`src/rtl/serial_tx_pkg.sv`:
```
// Shared types and default constants for the serial frame transmitter.
package serial_tx_pkg;

  typedef enum logic [2:0] {
    S_IDLE,
    S_PRE,
    S_DATA,
    S_PAR,
    S_GAP
  } tx_state_t;

  localparam logic [2:0] DEF_PREAMBLE   = 3'b101;
  localparam int         DEF_BIT_CYCLES = 4;

endpackage

```
`src/rtl/serial_bit_timer.sv`:
```
// Bit-period timer: tick is high in the last clock of every BIT_CYCLES-clock period.
module serial_bit_timer
  import serial_tx_pkg::*;
#(
  parameter int BIT_CYCLES = DEF_BIT_CYCLES
) (
  input  logic clk,
  input  logic reset,
  input  logic restart,
  output logic tick
);

  localparam int            CW   = (BIT_CYCLES > 1) ? $clog2(BIT_CYCLES) : 1;
  localparam logic [CW-1:0] LAST = CW'(BIT_CYCLES - 1);

  logic [CW-1:0] r_cnt;

  // restart aligns the period with the first preamble bit
  always_ff @(posedge clk) begin
    if (reset || restart) begin
      r_cnt <= '0;
    end else if (r_cnt == LAST) begin
      r_cnt <= '0;
    end else begin
      r_cnt <= r_cnt + 1'b1;
    end
  end

  assign tick = (r_cnt == LAST);

endmodule

```
`src/rtl/serial_pattern_tx.sv`:
```
// Serial frame transmitter: preamble (MSB-first), data (LSB-first), optional even
// parity and idle gap, each bit held BIT_CYCLES clocks; all outputs registered.
module serial_pattern_tx
  import serial_tx_pkg::*;
#(
  parameter int               DATA_W     = 8,
  parameter int               PRE_W      = 3,
  parameter logic [PRE_W-1:0] PREAMBLE   = PRE_W'(DEF_PREAMBLE),
  parameter int               PARITY_EN  = 1,
  parameter int               GAP_BITS   = 1,
  parameter int               BIT_CYCLES = DEF_BIT_CYCLES,
  parameter logic             IDLE_LEVEL = 1'b0
) (
  input  logic              clk,
  input  logic              reset,
  input  logic              in_valid,
  input  logic [DATA_W-1:0] in_data,
  output logic              in_ready,
  output logic              tx_bit,
  output logic              tx_active,
  output logic              done
);

  localparam int MAX_A   = (PRE_W > DATA_W) ? PRE_W : DATA_W;
  localparam int MAX_CNT = (MAX_A > GAP_BITS) ? MAX_A : GAP_BITS;
  localparam int IW      = $clog2(MAX_CNT + 1);
  localparam int FRAME   = (PRE_W + DATA_W + PARITY_EN + GAP_BITS) * BIT_CYCLES;
  localparam int FW      = $clog2(FRAME + 1);

  if (DATA_W < 1)     begin : g_chk_data_w $error("DATA_W must be >= 1");     end
  if (PRE_W < 1)      begin : g_chk_pre_w  $error("PRE_W must be >= 1");      end
  if (GAP_BITS < 1)   begin : g_chk_gap    $error("GAP_BITS must be >= 1");   end
  if (BIT_CYCLES < 1) begin : g_chk_bc     $error("BIT_CYCLES must be >= 1"); end

  tx_state_t         r_state, w_state_nxt;
  logic [IW-1:0]     r_idx, w_idx_nxt;
  logic [FW-1:0]     r_left, w_left_nxt;
  logic [DATA_W-1:0] r_sh, w_sh_nxt;
  logic [PRE_W-1:0]  r_pre, w_pre_nxt;
  logic              r_par, w_par_nxt;
  logic              r_bit, r_active, r_done, r_ready;
  logic              w_bit_nxt, w_active_nxt;
  logic              w_accept, w_tick;

  assign w_accept = in_valid && r_ready;

  serial_bit_timer #(
    .BIT_CYCLES (BIT_CYCLES)
  ) u_timer (
    .clk     (clk),
    .reset   (reset),
    .restart (w_accept),
    .tick    (w_tick)
  );

  always_comb begin
    w_state_nxt = r_state;
    w_idx_nxt   = r_idx;
    w_sh_nxt    = r_sh;
    w_pre_nxt   = r_pre;
    w_par_nxt   = r_par;
    case (r_state)
      S_IDLE: begin
        if (w_accept) begin
          w_state_nxt = S_PRE;
          w_idx_nxt   = '0;
          w_sh_nxt    = in_data;
          w_pre_nxt   = PREAMBLE;
          w_par_nxt   = ^in_data;
        end
      end
      S_PRE: begin
        if (w_tick) begin
          w_pre_nxt = r_pre << 1;
          if (r_idx == IW'(PRE_W - 1)) begin
            w_state_nxt = S_DATA;
            w_idx_nxt   = '0;
          end else begin
            w_idx_nxt = r_idx + 1'b1;
          end
        end
      end
      S_DATA: begin
        if (w_tick) begin
          w_sh_nxt = r_sh >> 1;
          if (r_idx == IW'(DATA_W - 1)) begin
            w_state_nxt = (PARITY_EN != 0) ? S_PAR : S_GAP;
            w_idx_nxt   = '0;
          end else begin
            w_idx_nxt = r_idx + 1'b1;
          end
        end
      end
      S_PAR: begin
        if (w_tick) begin
          w_state_nxt = S_GAP;
          w_idx_nxt   = '0;
        end
      end
      S_GAP: begin
        if (w_tick) begin
          if (r_idx == IW'(GAP_BITS - 1)) begin
            w_state_nxt = S_IDLE;
            w_idx_nxt   = '0;
          end else begin
            w_idx_nxt = r_idx + 1'b1;
          end
        end
      end
      default: begin
        w_state_nxt = S_IDLE;
        w_idx_nxt   = '0;
      end
    endcase
  end

  // Line level and activity are derived from the upcoming state so they register in step with it
  always_comb begin
    w_bit_nxt    = IDLE_LEVEL;
    w_active_nxt = 1'b0;
    case (w_state_nxt)
      S_PRE:   begin w_bit_nxt = w_pre_nxt[PRE_W-1]; w_active_nxt = 1'b1; end
      S_DATA:  begin w_bit_nxt = w_sh_nxt[0];        w_active_nxt = 1'b1; end
      S_PAR:   begin w_bit_nxt = w_par_nxt;          w_active_nxt = 1'b1; end
      default: begin w_bit_nxt = IDLE_LEVEL;         w_active_nxt = 1'b0; end
    endcase
  end

  // Frame-clock countdown lets done register one clock ahead of the final gap clock
  always_comb begin
    w_left_nxt = r_left;
    if (w_accept) begin
      w_left_nxt = FW'(FRAME - 1);
    end else if (r_left != '0) begin
      w_left_nxt = r_left - 1'b1;
    end
  end

  always_ff @(posedge clk) begin
    if (reset) begin
      r_state  <= S_IDLE;
      r_idx    <= '0;
      r_left   <= '0;
      r_bit    <= IDLE_LEVEL;
      r_active <= 1'b0;
      r_done   <= 1'b0;
      r_ready  <= 1'b0;
    end else begin
      r_state  <= w_state_nxt;
      r_idx    <= w_idx_nxt;
      r_left   <= w_left_nxt;
      r_bit    <= w_bit_nxt;
      r_active <= w_active_nxt;
      r_done   <= (r_left == FW'(1));
      r_ready  <= (w_state_nxt == S_IDLE);
    end
  end

  always_ff @(posedge clk) begin
    r_sh  <= w_sh_nxt;
    r_pre <= w_pre_nxt;
    r_par <= w_par_nxt;
  end

  assign in_ready  = r_ready;
  assign tx_bit    = r_bit;
  assign tx_active = r_active;
  assign done      = r_done;

endmodule

```
`config.mk`:
```
export PLATFORM = sky130hd
export DESIGN_NAME = serial_pattern_tx
export DESIGN_NICKNAME = d
export VERILOG_FILES = /design/src/rtl/serial_tx_pkg.sv /design/src/rtl/serial_bit_timer.sv /design/src/rtl/serial_pattern_tx.sv
export SDC_FILE = /design/constraint.sdc
export NUM_CORES = 1
export LEC_CHECK = 0
export ABC_AREA = 1
export CAP_MARGIN = 15
export CORE_MARGIN = 2
export CORE_UTILIZATION = 40
export DETAILED_ROUTE_END_ITERATION = 8
export PLACE_DENSITY = 0.59
export REMOVE_ABC_BUFFERS = 1
export SLEW_MARGIN = 25
export SYNTH_ARGS = -nofsm -noshare
export SYNTH_HDL_FRONTEND = slang
export SYNTH_SLANG_ARGS = --single-unit
```
`constraint.sdc`:
```
create_clock -name clk -period 2.1 [get_ports clk]
set_clock_uncertainty 0.15 [all_clocks]
set_input_delay 0.21 -clock clk [delete_from_list [all_inputs] [get_ports clk]]
set_output_delay 0.21 -clock clk [all_outputs]
set_load 0.02 [all_outputs]
```
==> results.md <==
Worst setup path:
- The depth of the most critical reg-to-reg path is 5.
- The critical path is of the reg -> reg type.
- For the worst setup path, the data arrival time is 1.59 ns.
- The delay of the slowest cell on the worst path is 0.34 ns.
- Walking the worst path, the cells encountered are ha_1 -> inv_1 -> nor2_4 -> inv_1 -> nand2_1.
- At the worst endpoint, the required time is 1.91 ns.
- The combined buffer and inverter count along the critical path is 2.
- The element type at the critical path end is a flop.
- The cell family contributing the most delay on the critical path is simple AND/OR/NAND/NOR gates.
- The startpoint type of the worst setup path is a flop.
- The maximum fanout along the worst path is 9.
- For this design, the slowest cell found on the critical path is sky130_fd_sc_hd__dfxtp_1.
- The startpoint identified for the worst register-to-register timing path is u_timer.r_cnt[0].
- The worst register-to-register path ends at r_sh[6].
- The worst setup slack for register-to-register paths is 0.32 ns.
- The most numerous cell type found on the critical path is sky130_fd_sc_hd__inv_1.

Place:
- The routability congestion estimate is 0.811.
- The port buffer count is 14.
- Once detailed placement completed, the half-perimeter wirelength came to 2.40 mm.

Synthesis:
- Sequential cells were found to cover 41.3% of the synthesized design area.
- The count of cell types in the netlist is 30.
- The proportion of register bits with asynchronous set or reset after synthesis is 0%.
- The post-synthesis cell area is 1720 sq um.
- Yosys mapped a number of flops with a built-in enable equal to 9.
- Summed over all instances, the cell type with the most area after synthesis is sky130_fd_sc_hd__dfxtp_1.
- The Yosys step of the flow raised 0 warnings.
- The most instantiated flip-flop cell in the synthesis netlist is sky130_fd_sc_hd__dfxtp_1.
- Each instance of the synthesized netlist takes up on average 7.14 sq um.
- Synthesis inferred 31 register bits.
- Ranked by total cell area, the synthesized netlist is headed by sky130_fd_sc_hd__dfxtp_1 (26%), sky130_fd_sc_hd__nand2_1 (17%), sky130_fd_sc_hd__edfxtp_1 (16%).
- The cell count after synthesis came out at 241.
- The share of synthesized area in the top cell type comes to 25.6%.

CTS:
- Clock-pin slew was measured on the worst setup and hold paths at 0.07 ns.
- In this run the clock root is driven by a sky130_fd_sc_hd__clkbuf_8.
- TritonCTS built the clock tree.
- The number of hold buffers added after cts is 0.
- The maximum root-to-sink buffer count is 2.
- The H-tree depth reported by CTS is 2.
- Once the clock tree was built, the setup fixing pass inserted 0 buffers.
- The count of clock tree sinks is 31.
- The clock latency of the later-clocked register in the worst-skew pair is 0.28 ns.
- Buffers inserted during clock tree synthesis total 5.
- The total of cells resized after clock tree synthesis is 0.

Detailed routing:
- For this block, the initial DRC count from the detailed router was 63.
- The first-pass iteration count of the detailed router is 4.
- The overall via count from detail_route is 1430.
- The average via count per standard cell is 4.58.
- The wire length reported by the detailed router is 3.09 mm.
- The remaining routing DRC violations is 0.
- The post-route antenna net violation count is 0.
- The detail-routed net length per standard cell is 9.90 um.

Cells and area:
- In the layout the commonest cells are sky130_fd_sc_hd__nand2_1 (80), sky130_fd_sc_hd__inv_1 (37), sky130_fd_sc_hd__nor2_1 (25), sky130_fd_sc_hd__dfxtp_1 (22), sky130_fd_sc_hd__clkdlybuf4s50_1 (14).
- The most frequent standard cell in the layout excluding fill and tap cells is sky130_fd_sc_hd__nand2_1.
- The number of antenna diodes in the final layout is 0.
- The layout-stage area growth over the synthesis result is 17.4%.
- The number of nets in the layout is 279.
- The fraction of layout cells with a size suffix above 1 is 10.3%.

GRT:
- The via count of the first global-routing pass is 1329.
- The first global-routing pass estimated 5.49 mm of wire.
- The maximum number of pins on one net before global-route repair is 14.
- The number of antenna violations at the first check in global routing is 0.
- Global routing used 14.2% of the available tracks.
- The leftover overflow at the end of global routing is 0.

Die:
- The die boundary width is 69.6 um.
- The core area is 4060 sq um.
- The floorplan step set the die height to 69.6 um.
- The die covers 4840 sq um.
- The count of boundary I/O pins is 15.
- The total number of placement rows is 23.
- Once the floorplan was initialized, standard cells occupied 42.4% of the core.

Worst hold path:
- The path with the worst hold slack has its endpoint at u_timer.r_cnt[0].
- The min-delay analysis places its worst path in the category reg -> reg.
- Along the worst hold path, the cell count comes to 1.
- The worst hold path begins at u_timer.r_cnt[0].

STA:
- The final number of max-transition violations is 0.
- After routing, the total negative slack on setup checks comes to 0 ns.
- The hold violation count in the final report is 0.
- Hold is met by 0.279 ns.
- The post-route fraction of the period consumed by the critical path is 84.9%.
- For the pin with the worst max-slew slack, the measured transition is 0.350 ns.
- The remaining max-slew budget at the tightest pin is 76.5%.
- The achievable frequency is 0.561 GHz.
- The final critical path time including I/O delays and setup is 1.78 ns.
- The total of endpoints with negative setup slack in the final report is 0.
- Setup repair after global routing left no endpoint under its margin.

Power and ir drop:
- The leakage dissipation is 0.989 nW.
- The switching power summed over all nets is 693 uW.
- VDD sags by at most 0.000287 V.
- The internal power of the cells totals 1.33 mW.
- The share of total power dissipated in combinational logic is 33.6%.
- Registers are responsible for 40.6% of the overall power.
- The power per cell area is 999 nW/um^2.
- The fraction of power consumed by the clock network is 25.8%.
- The switching share of power is 34.3%.

Job:
- Across the run, the number of max-cap violations was 0.

Status:
- The run finished with clean final reports.
==> sequential cells by signal, indices dropped and copies added, names as in the netlist, 2 cells and up <==
signal         cells
r_idx              4
r_sh               8
r_pre              3
r_left             6
r_state            3
u_timer.r_cnt      2
==> worst register-to-register path: cells and delay by family (launching register included) <==
kind,cells,cell delay (ns)
flip-flops,1,0.34
buffers and inverters,2,0.25
AND/OR/NAND/NOR,2,0.50
adder cells (fa/ha/maj),1,0.23
==> power groups by stage <==
stage / combinational, mW / clock [mW] / sequential [mW]
final: 0.678 / 0.522 / 0.819
after global routing: 0.792 / 0.562 / 0.836
after CTS: 0.685 / 0.539 / 0.821
after detailed placement: 0.680 / 0 / 0.834
after global placement: 0.683 / 0 / 0.834
after floorplan: 0.504 / 0 / 0.839
==> per-stage QoR <==
stage | setup slack (ns) | total power [mW] | std cells | utilization (%) | instance area, sq um
after floorplan | 0.541 | 1.34 | 239 | - | 1710
after global placement | 0.200 | 1.52 | 304 | 47.3 | 1920
after detailed placement | 0.180 | 1.51 | 304 | 47.3 | 1920
after CTS | 0.287 | 2.05 | 312 | 49.8 | 2020
after global routing | 0.160 | 2.19 | 312 | 49.8 | 2020
final | 0.317 | 2.02 | 312 | 49.8 | 2020
==> cell type report <==
class                           instances  area (sq um)
Fill cell                             395          2040
Timing Repair Buffer                   15           148
Sequential cell                        31           711
Clock inverter                          2          8.76
Multi-Input combinational cell        168           848
Tap cell                               50          62.6
Clock buffer                            6          93.8
Inverter                               40           150
==> worst max-delay path by stage <==
stage	from	end	slack (ns)	cells past startpoint
5_1_grt	u_timer.r_cnt[0]	r_sh[6]	0.16	5
4_1_cts	u_timer.r_cnt[0]	r_sh[6]	0.29	5
6_report	u_timer.r_cnt[0]	r_sh[6]	0.32	5
3_5_place_dp	in_valid	r_sh[6]	0.18	5
3_3_place_gp	in_valid	r_sh[6]	0.20	5
2_1_floorplan	u_timer.r_cnt[0]	r_sh[1]	0.54	5
==> cell families after synthesis <==
kind of cell | after synthesis | synth area share (%)
AND/OR/NAND/NOR | 135 | 34.6
buffers and inverters | 42 | 9.45
flip-flops | 31 | 41.3
AO/OA/AOI/OAI | 22 | 7.56
adder cells (fa/ha/maj) | 7 | 5.09
XOR/XNOR | 4 | 2.04
==> per-layer routing <==
metal  GRT usage, %  up-vias  share of wire, %
li1               -      789                 -
met1           16.5      617                50
met2           23.8       17                45
met3           3.92        7               2.9
met4           7.19        0               2.3
met5              0        -                 0
==> synthesized netlist by cell type (all sizes together), types with 2 or more instances <==
cell type / n
buf: 2
nand3: 9
a21oi: 5
inv: 40
ha: 7
nand2: 84
a31oi: 2
or2: 2
dfxtp: 22
xnor2: 2
edfxtp: 9
o21ai: 12
nor3: 5
xor2: 2
nor2: 31
(Power assumes the default switching activity.)
